--- config.mk ---
export PLATFORM = sky130hd
export DESIGN_NAME = alu_result_serializer
export DESIGN_NICKNAME = d
export VERILOG_FILES = /design/src/rtl/alu_result_serializer_pkg.sv /design/src/rtl/alu_result_serializer_bit_timer.sv /design/src/rtl/alu_result_serializer.sv
export SDC_FILE = /design/constraint.sdc
export NUM_CORES = 1
export LEC_CHECK = 0
export ABC_CLOCK_PERIOD_IN_PS = 2000
export BUFFER_PORTS_ARGS = -buffer_cell sky130_fd_sc_hd__clkbuf_2
export CORE_ASPECT_RATIO = 1.75
export CORE_UTILIZATION = 40
export DETAILED_ROUTE_END_ITERATION = 10
export GPL_TIMING_DRIVEN = 1
export SYNTH_ARGS = -nofsm -noshare
export SYNTH_HDL_FRONTEND = slang
export SYNTH_SLANG_ARGS = --single-unit
--- constraint.sdc ---
create_clock -name clk -period 2 [get_ports clk]
set_input_delay 0.3 -clock clk [delete_from_list [all_inputs] [get_ports clk]]
set_output_delay 0.3 -clock clk [all_outputs]
set_load 0.02 [all_outputs]
--- src/rtl/alu_result_serializer_pkg.sv ---
// Shared definitions for the ALU result serializer: FSM state encoding,
// flag bit positions and small width/frame-length helpers.
package alu_result_serializer_pkg;

    // Serializer FSM states, 3-bit encoding
    typedef enum logic [2:0] {
        ST_IDLE   = 3'd0,
        ST_START  = 3'd1,
        ST_DATA   = 3'd2,
        ST_FLAGS  = 3'd3,
        ST_PARITY = 3'd4,
        ST_STOP   = 3'd5
    } ser_state_t;

    // Positions of the individual ALU status flags inside the flags bus
    localparam int FLAG_C = 0;
    localparam int FLAG_Z = 1;
    localparam int FLAG_N = 2;
    localparam int FLAG_V = 3;

    // Total bits on the line for one frame: start + data + flags + parity + stop
    function automatic int frame_bits(input int data_w, input int flag_w);
        return data_w + flag_w + 3;
    endfunction

    // Width of the bit-period down counter, never narrower than one bit
    function automatic int timer_width(input int bit_cycles);
        return (bit_cycles > 1) ? $clog2(bit_cycles) : 1;
    endfunction

    // Width of the bit counter that has to cover both the data and flag fields
    function automatic int count_width(input int data_w, input int flag_w);
        int widest;
        widest = (data_w > flag_w) ? data_w : flag_w;
        return (widest > 1) ? $clog2(widest) : 1;
    endfunction

endpackage

--- src/rtl/alu_result_serializer_bit_timer.sv ---
// Bit-period timer: counts BIT_CYCLES-1 down to 0 and flags the last clock
// of every bit period. A restart realigns the period to the current edge.
module bit_timer
    import alu_result_serializer_pkg::*;
#(
    parameter int BIT_CYCLES = 1
) (
    input  logic clk,
    input  logic rst,
    input  logic restart,
    output logic tick
);

    localparam int EFF_CYCLES = (BIT_CYCLES < 1) ? 1 : BIT_CYCLES;
    localparam int TW = timer_width(EFF_CYCLES);
    localparam logic [TW-1:0] RELOAD = TW'(EFF_CYCLES - 1);

    logic [TW-1:0] count;

    // Down counter that reloads on restart or when a period runs out
    always_ff @(posedge clk) begin
        if (rst) begin
            count <= '0;
        end else if (restart || (count == '0)) begin
            count <= RELOAD;
        end else begin
            count <= count - 1'b1;
        end
    end

    assign tick = (count == '0);

endmodule

--- src/rtl/alu_result_serializer.sv ---
// Serializes one ALU result plus its status flags into a framed stream on a
// single line: start(0), result LSB first, flags LSB first, even parity, stop(1).
// The line idles high and every bit is held for BIT_CYCLES clocks.
module alu_result_serializer
    import alu_result_serializer_pkg::*;
#(
    parameter int DATA_W     = 8,
    parameter int FLAG_W     = 4,
    parameter int BIT_CYCLES = 1
) (
    input  logic              clk,
    input  logic              rst,
    input  logic              load_valid,
    output logic              load_ready,
    input  logic [DATA_W-1:0] result,
    input  logic [FLAG_W-1:0] flags,
    output logic              ser_out,
    output logic              ser_active,
    output logic              done
);

    localparam int SHIFT_W = DATA_W + FLAG_W + 1;
    localparam int CW      = count_width(DATA_W, FLAG_W);
    localparam logic [CW-1:0] DATA_RELOAD = CW'(DATA_W - 1);
    localparam logic [CW-1:0] FLAG_RELOAD = CW'(FLAG_W - 1);

    ser_state_t         state;
    logic [SHIFT_W-1:0] shreg;
    logic [CW-1:0]      bitcnt;
    logic               accept;
    logic               tick;

    // Ready comes straight from the state register, so there is no input-to-output path
    assign load_ready = (state == ST_IDLE);
    assign accept     = load_valid && (state == ST_IDLE);

    bit_timer #(
        .BIT_CYCLES(BIT_CYCLES)
    ) u_bit_timer (
        .clk     (clk),
        .rst     (rst),
        .restart (accept),
        .tick    (tick)
    );

    // Frame sequencer: captures the payload on accept and walks it out one bit per period
    always_ff @(posedge clk) begin
        if (rst) begin
            state      <= ST_IDLE;
            ser_out    <= 1'b1;
            ser_active <= 1'b0;
            done       <= 1'b0;
            shreg      <= '0;
            bitcnt     <= '0;
        end else begin
            done <= 1'b0;
            case (state)
                ST_IDLE: begin
                    if (load_valid) begin
                        state      <= ST_START;
                        ser_out    <= 1'b0;
                        ser_active <= 1'b1;
                        shreg      <= {^{flags, result}, flags, result};
                    end
                end
                ST_START: begin
                    if (tick) begin
                        state   <= ST_DATA;
                        ser_out <= shreg[0];
                        shreg   <= {1'b0, shreg[SHIFT_W-1:1]};
                        bitcnt  <= DATA_RELOAD;
                    end
                end
                ST_DATA: begin
                    if (tick) begin
                        ser_out <= shreg[0];
                        shreg   <= {1'b0, shreg[SHIFT_W-1:1]};
                        if (bitcnt == '0) begin
                            state  <= ST_FLAGS;
                            bitcnt <= FLAG_RELOAD;
                        end else begin
                            bitcnt <= bitcnt - 1'b1;
                        end
                    end
                end
                ST_FLAGS: begin
                    if (tick) begin
                        ser_out <= shreg[0];
                        shreg   <= {1'b0, shreg[SHIFT_W-1:1]};
                        if (bitcnt == '0) begin
                            state <= ST_PARITY;
                        end else begin
                            bitcnt <= bitcnt - 1'b1;
                        end
                    end
                end
                ST_PARITY: begin
                    if (tick) begin
                        state   <= ST_STOP;
                        ser_out <= 1'b1;
                    end
                end
                ST_STOP: begin
                    if (tick) begin
                        state      <= ST_IDLE;
                        ser_active <= 1'b0;
                        done       <= 1'b1;
                    end
                end
                default: begin
                    state      <= ST_IDLE;
                    ser_out    <= 1'b1;
                    ser_active <= 1'b0;
                end
            endcase
        end
    end

endmodule
==> qor.txt, run 1 <==
status - complete, no violations
Total Wirelength - 2.73 mm
WS Path Type - flip-flop to flip-flop
# diodes - 0
DR vias - 1122
post-layout net count - 184
Yosys warnings - 0
# IOs - 19
syn_area_per_cell - 8.62 sq um
Yosys cell types - 39
Min Hold Slack - 0.317 ns
worst setup margin - 0.194 ns
vias in the first global route - 1142
pwr dens - 822 nW/um^2
r2r endpoint - shreg[11]
worst path cell trace - or2_1, a211oi_4, buf_4, nor2_1, a311oi_2
count of state elements after synthesis - 23
maximum vdd drop - 0.000543 V
CTS tree - done
Buffers on Ports - 18
EDFF count, synth - 0
worst clock skew - 0.00700 ns
first-pass GRT wire length - 4.73 mm
setup violators final - 0
Multi-input gate area - 757 sq um
initial antenna violation count - 0
Root Buffer - clkbuf_8
Clock power frac - 23.8%
part of the power in registers - 46.3%
max-cap violation count - 0
Area Overhead vs Synth - 13.3%
CTS Hold Bufs - 0
Fmax achieved - 554 MHz
Hold Fails Final Rpt - 0
die area - 3470 sq um
DP Worst Slack - 0.221 ns
WHS Path Cells - 3
drt pass-1 iters - 4
worst path required time - 2.17 ns
DR iter-0 viols - 30
post-synthesis sequential area ratio - 35.6%
register area - 460 sq um
CP max stage cell - dfxtp_1
Setup crit end kind - flip-flop
drt via density - 5.37
htree depth - 1
Starting Density - 41.6%
Post-synth ARST share - 0%
main area contributors after synthesis - dfxtp_1 36%, a311oi_2 9.3%, nand3_1 5.8%, nor2_1 5.5%, xnor2_1 5.4%
Clock Sinks - 23
Die Y - 77.2 um
cell count after synthesis - 150
Worst-path clk slew - 0.09 ns
LEAKAGE - 0.557 nW
setup tns final - 0 ns
CTS resizes - 0
RSZ-0062 raised after global routing - false
core outline area - 3110 sq um
crit-path max FO - 11
Final Wtd Congestion - 0.820
remaining global-route overflow - 0
WL/cell - 13.1 um
post-CTS setup buffers - 0
Min-Delay Endpoint - shreg[4]
switching pwr - 0.383 mW
number of CTS-inserted buffers - 3
final period utilization - 90.3%
Worst Min Path Start - result[4]
Syn Nets - 167
Pint - 0.820 mW
Pins Over Slew Limit - 0
mapped cell area - 1290 sq um
Reg2Reg Setup Slack - 0.19 ns
Bufs on Longest Clock Path - 2
row count - 27
post-synth top area cell - dfxtp_1
Comb power frac - 30.0%
clk_lat worst skew - 0.26 ns
largest net degree at the start of global routing - 19
Detail Route Antenna Nets - 0
Synth Flop Type - dfxtp_1
Post-route DRC - 0
dpl hpwl - 2.08 mm
share of cells above drive strength 1 - 23.5%
reg2reg path depth - 5
die width - 45.0 um
Startpoint Class - flip-flop
# fillers - 340
Worst EP arrival - 1.98 ns
worst r2r src - state[0]
HP Class - input pin to flip-flop
Sw Ratio - 31.8%
final worst path period need - 1.81 ns
Total GRT Usage - 17.8%
Synth top area share - 35.6%
overall power - 1.20 mW
CP max stage delay - 0.42 ns
-- per-stage QoR --
stage / cells / util (%) / instance area (sq um)
6_report: 209 / 47.1 / 1460
3_5_place_dp: 205 / 45.6 / 1420
3_3_place_gp: 205 / 45.6 / 1420
2_1_floorplan: 150 / - / 1290
4_1_cts: 209 / 47.1 / 1460
5_1_grt: 209 / 47.1 / 1460
-- state kept, by name, indices dropped and copies added (netlist names) --
name and count:
bitcnt 3, done 1, ser_active 1, ser_out 1
shreg 13, state 3, u_bit_timer.count 1
-- power by group through the flow --
stage	Sequential, mW	Clock [mW]	Combinational (mW)
floorplan	0.556	0	0.292
global placement	0.567	0	0.356
detailed placement	0.568	0	0.363
CTS	0.557	0.293	0.365
global route	0.564	0.311	0.404
finish	0.557	0.286	0.360
-- worst max-delay path: cells and delay by family, from the launching register on --
kind | cells | cell delay, ns
compound gates | 2 | 0.62
buf+inv | 1 | 0.25
simple gates | 2 | 0.42
flops | 1 | 0.42
-- cells by family after synthesis --
kind of cell	after synthesis	synth area share (%)
xor+xnor	10	7.84
buf+inv	15	5.81
compound gates	32	24.0
fa+ha+maj	2	1.94
other cells	1	0.290
flops	23	35.6
simple gates	67	24.5
-- worst max-delay path by stage --
stage	from	slack [ns]	to
after floorplan	bitcnt[0]	0.49	bitcnt[0]
after global placement	state[0]	0.28	shreg[4]
after detailed placement	state[0]	0.22	shreg[11]
after CTS	state[0]	0.19	shreg[11]
after global routing	bitcnt[0]	0.05	bitcnt[1]
final	state[0]	0.19	shreg[11]
-- final cells by class --
| type | instances | area share (%) |
|---|---|---|
| flip-flops and latches | 23 | 31.5 |
| well taps | 43 | 3.68 |
| clock buffers | 3 | 2.82 |
| repair buffers | 24 | 9.23 |
| clock inverters | 1 | 0.342 |
| multi-input cells | 112 | 51.7 |
| inverters | 3 | 0.769 |
-- placed cells by master (no fill, tap or decap) --
| cell type | instances |
|---|---|
| dfxtp_1 | 23 |
| nor2_1 | 19 |
| clkbuf_2 | 18 |
| nand2_1 | 16 |
| nand3_1 | 15 |
| xnor2_1 | 8 |
| a311oi_2 | 8 |
| buf_4 | 6 |
| nor2b_1 | 4 |
| a21oi_1 | 4 |
| a211oi_1 | 4 |
| a311oi_1 | 4 |
| nand2b_1 | 3 |
| nor3_1 | 3 |
| o21ai_0 | 3 |
| clkbuf_8 | 3 |
| inv_1 | 2 |
| a2bb2oi_1 | 2 |
| ha_1 | 2 |
| or2_1 | 1 |
| clkinv_1 | 1 |
| or3_1 | 1 |
| and3b_1 | 1 |
| xor2_1 | 1 |
| xnor3_1 | 1 |
| a211oi_4 | 1 |
| or3b_2 | 1 |
| o41ai_1 | 1 |
| nor3b_1 | 1 |
| a2111oi_2 | 1 |
| o22ai_1 | 1 |
| a21boi_0 | 1 |
| or4_1 | 1 |
| o31ai_1 | 1 |
| a21o_1 | 1 |
| nor4_1 | 1 |
| clkinv_2 | 1 |
| conb_1 | 1 |
-- cell usage after synthesis, types with 2 or more instances --
master	n
nor3_1	3
clkbuf_1	4
a211oi_1	4
nand3_1	15
buf_2	5
a2bb2oi_1	2
a311oi_1	4
nor2b_1	4
nand2_1	16
nand2b_1	3
nor2_1	19
a311oi_2	8
xnor2_1	8
inv_1	2
a21oi_1	4
ha_1	2
dfxtp_1	23
o21ai_0	3
-- routing by layer --
layer  global-route usage (%)  vias up  routed length [um]
met2                     30.6       21                1480
li1                         -      564                   -
met5                        0        -                   0
met1                     20.7      535                1130
met4                     8.18        0                  35
met3                     2.12        2                  87
No activity file was read; power rests on OpenSTA's default activity.
==> run 2, diff against run 1 <==
Settings changed: SYNTH_HIERARCHICAL set to 1.
==> run 2 against run 1 <==
  * Die area barely moved
  * Sequential share of layout area down 0.29 points
  * Synthesized cell count shrank 0.67%
  * Sequential power grew 26%
  * Sequential cell count stayed put
  * Cell count stayed put
  * Worst hold slack improved by 0.0056 ns
  * Count of clock-buffer cells in the layout is 1 higher
  * Via count hardly changed
  * Combinational power grew to 2.7 times the previous value
  * Total power is 63% higher
  * Register-to-register slack improved by 0.16 ns
  * Critical path type is now flip-flop to output pin
  * Largest power group is now combinational logic
==> qor.txt, run 2 <==
WS Path Type - flip-flop to output pin
mapped cell area - 1290 sq um
Buffers on Ports - 18
CP top delay family - buffers and inverters
CTS resizes - 0
worst path cell trace - buf_4, nor2_1, inv_1, nor2_1, clkbuf_2
overall power - 1.96 mW
worst r2r src - state[1]
drt via density - 5.37
cell count after synthesis - 149
Clock power frac - 14.8%
Pins Over Slew Limit - 0
row count - 27
reg2reg path depth - 5
CTS Hold Bufs - 0
commonest non-fill, non-tap cell in the layout - dfxtp_1
# IOs - 19
Setup crit start - state[1]
critical path depth - 5
status - complete, no violations
final period utilization - 87.3%
post-layout net count - 184
clk_lat worst skew - 0.26 ns
Total Wirelength - 2.73 mm
most frequent cells in the layout - 23 x dfxtp_1, 19 x nor2_1, 18 x clkbuf_2, 14 x nand2_1, 14 x o21ai_0
r2r endpoint - state[0]
switching pwr - 0.787 mW
worst path required time - 1.70 ns
WL/cell - 13.1 um
initial antenna violation count - 0
htree depth - 1
Comb power frac - 49.4%
# diodes - 0
Startpoint Class - flip-flop
Clock Sinks - 23
largest net degree at the start of global routing - 26
Top reg by flops - shreg
crit-path max FO - 7
CTS tree - done
syn_area_per_cell - 8.67 sq um
Root Buffer - clkbuf_8
LEAKAGE - 0.578 nW
DR vias - 1123
Syn Nets - 166
number of CTS-inserted buffers - 3
Reg2Reg Setup Slack - 0.35 ns
Post-route DRC - 0
Yosys warnings - 6
RSZ-0062 raised after global routing - false
vias in the first global route - 1098
Worst-Margin Slew - 0.519 ns
Total GRT Usage - 16.8%
Area Overhead vs Synth - 14.4%
worst clock skew - 0.00124 ns
CP dominant cell by count - nor2_1
Fmax achieved - 573 MHz
Hold Fails Final Rpt - 0
Worst-path clk slew - 0.08 ns
Pint - 1.17 mW
max-cap violation count - 0
Final Wtd Congestion - 0.804
HP Class - input pin to flip-flop
drt pass-1 iters - 6
post-CTS setup buffers - 0
Starting Density - 41.5%
CP max stage delay - 0.37 ns
CP endpoint - load_ready
maximum vdd drop - 0.000638 V
CP max stage cell - dfxtp_1
Die Y - 77.2 um
pwr dens - 1330 nW/um^2
setup violators final - 0
DR iter-0 viols - 33
core outline area - 3110 sq um
Detail Route Antenna Nets - 0
die area - 3470 sq um
top flop regs - shreg (13), bitcnt (3), state (3)
Worst EP arrival - 1.45 ns
dpl hpwl - 2.01 mm
final worst path period need - 1.75 ns
Slew HR - 65.4%
setup tns final - 0 ns
part of the power in registers - 35.7%
Setup crit end kind - output pin
Bufs on Longest Clock Path - 2
first-pass GRT wire length - 4.53 mm
WP buf/inv - 3
Sw Ratio - 40.2%
die width - 45.0 um
remaining global-route overflow - 0
share of cells above drive strength 1 - 22.9%
max FFs per register - 13
==> run 2: cell count changes in the layout (fill, tap and decap cells not counted), sizes merged, moves of 3 or more <==
| cell | before | now |
|---|---|---|
| nand3 | 15 | 1 |
| o21ai | 3 | 16 |
| a211oi | 5 | 1 |
| inv | 2 | 6 |
| nor3 | 3 | 0 |
==> run 2: cell type report <==
type                       count  area (sq um)
multi-input combinational    108           753
clock buffer                   4          45.0
tap                           43          53.8
inverter                       6          22.5
sequential                    23           460
timing repair buffer          25           143
fill                         318          1630
==> run 2: per-stage QoR <==
stage / utilization, % / hold WS (ns) / std cells / worst slack [ns] / cell area (sq um)
global placement: 46.1 / 0.452 / 205 / 0.403 / 1430
CTS: 47.5 / 0.319 / 209 / 0.252 / 1480
floorplan: - / 0.390 / 149 / 0.532 / 1290
global route: 47.5 / 0.346 / 209 / 0.0982 / 1480
detailed placement: 46.1 / 0.461 / 205 / 0.368 / 1430
finish: 47.5 / 0.323 / 209 / 0.255 / 1480
==> run 2: worst reg2reg max path, cell delays in order (launching register included) <==
cell	delay, ns
dfxtp_1	0.37
buf_4	0.17
nor2_1	0.27
o311ai_1	0.17
or4_1	0.43
a31oi_1	0.17
==> run 2: worst min-delay path by stage <==
stage | from | end | cells past startpoint
final | result[4] | shreg[4] | 3
after global routing | result[4] | shreg[4] | 3
after CTS | result[4] | shreg[4] | 3
after detailed placement | bitcnt[0] | bitcnt[0] | 1
after global placement | bitcnt[0] | bitcnt[0] | 1
after floorplan | rst | state[1] | 1
==> run 2: routing by layer <==
layer / up-vias / global-route usage, % / wire length [um]
met5: - / 0 / 0
li1: 570 / - / -
met3: 4 / 1.65 / 62
met1: 530 / 19.4 / 1180
met4: 0 / 6.36 / 41
met2: 19 / 29.7 / 1450
==> run 2: power groups by stage <==
stage,Clock [mW],Sequential (mW),Combinational (mW)
detailed placement,0,0.709,0.974
global placement,0,0.703,0.958
finish,0.290,0.700,0.969
CTS,0.304,0.700,0.976
floorplan,0,0.695,0.753
global route,0.317,0.717,1.08
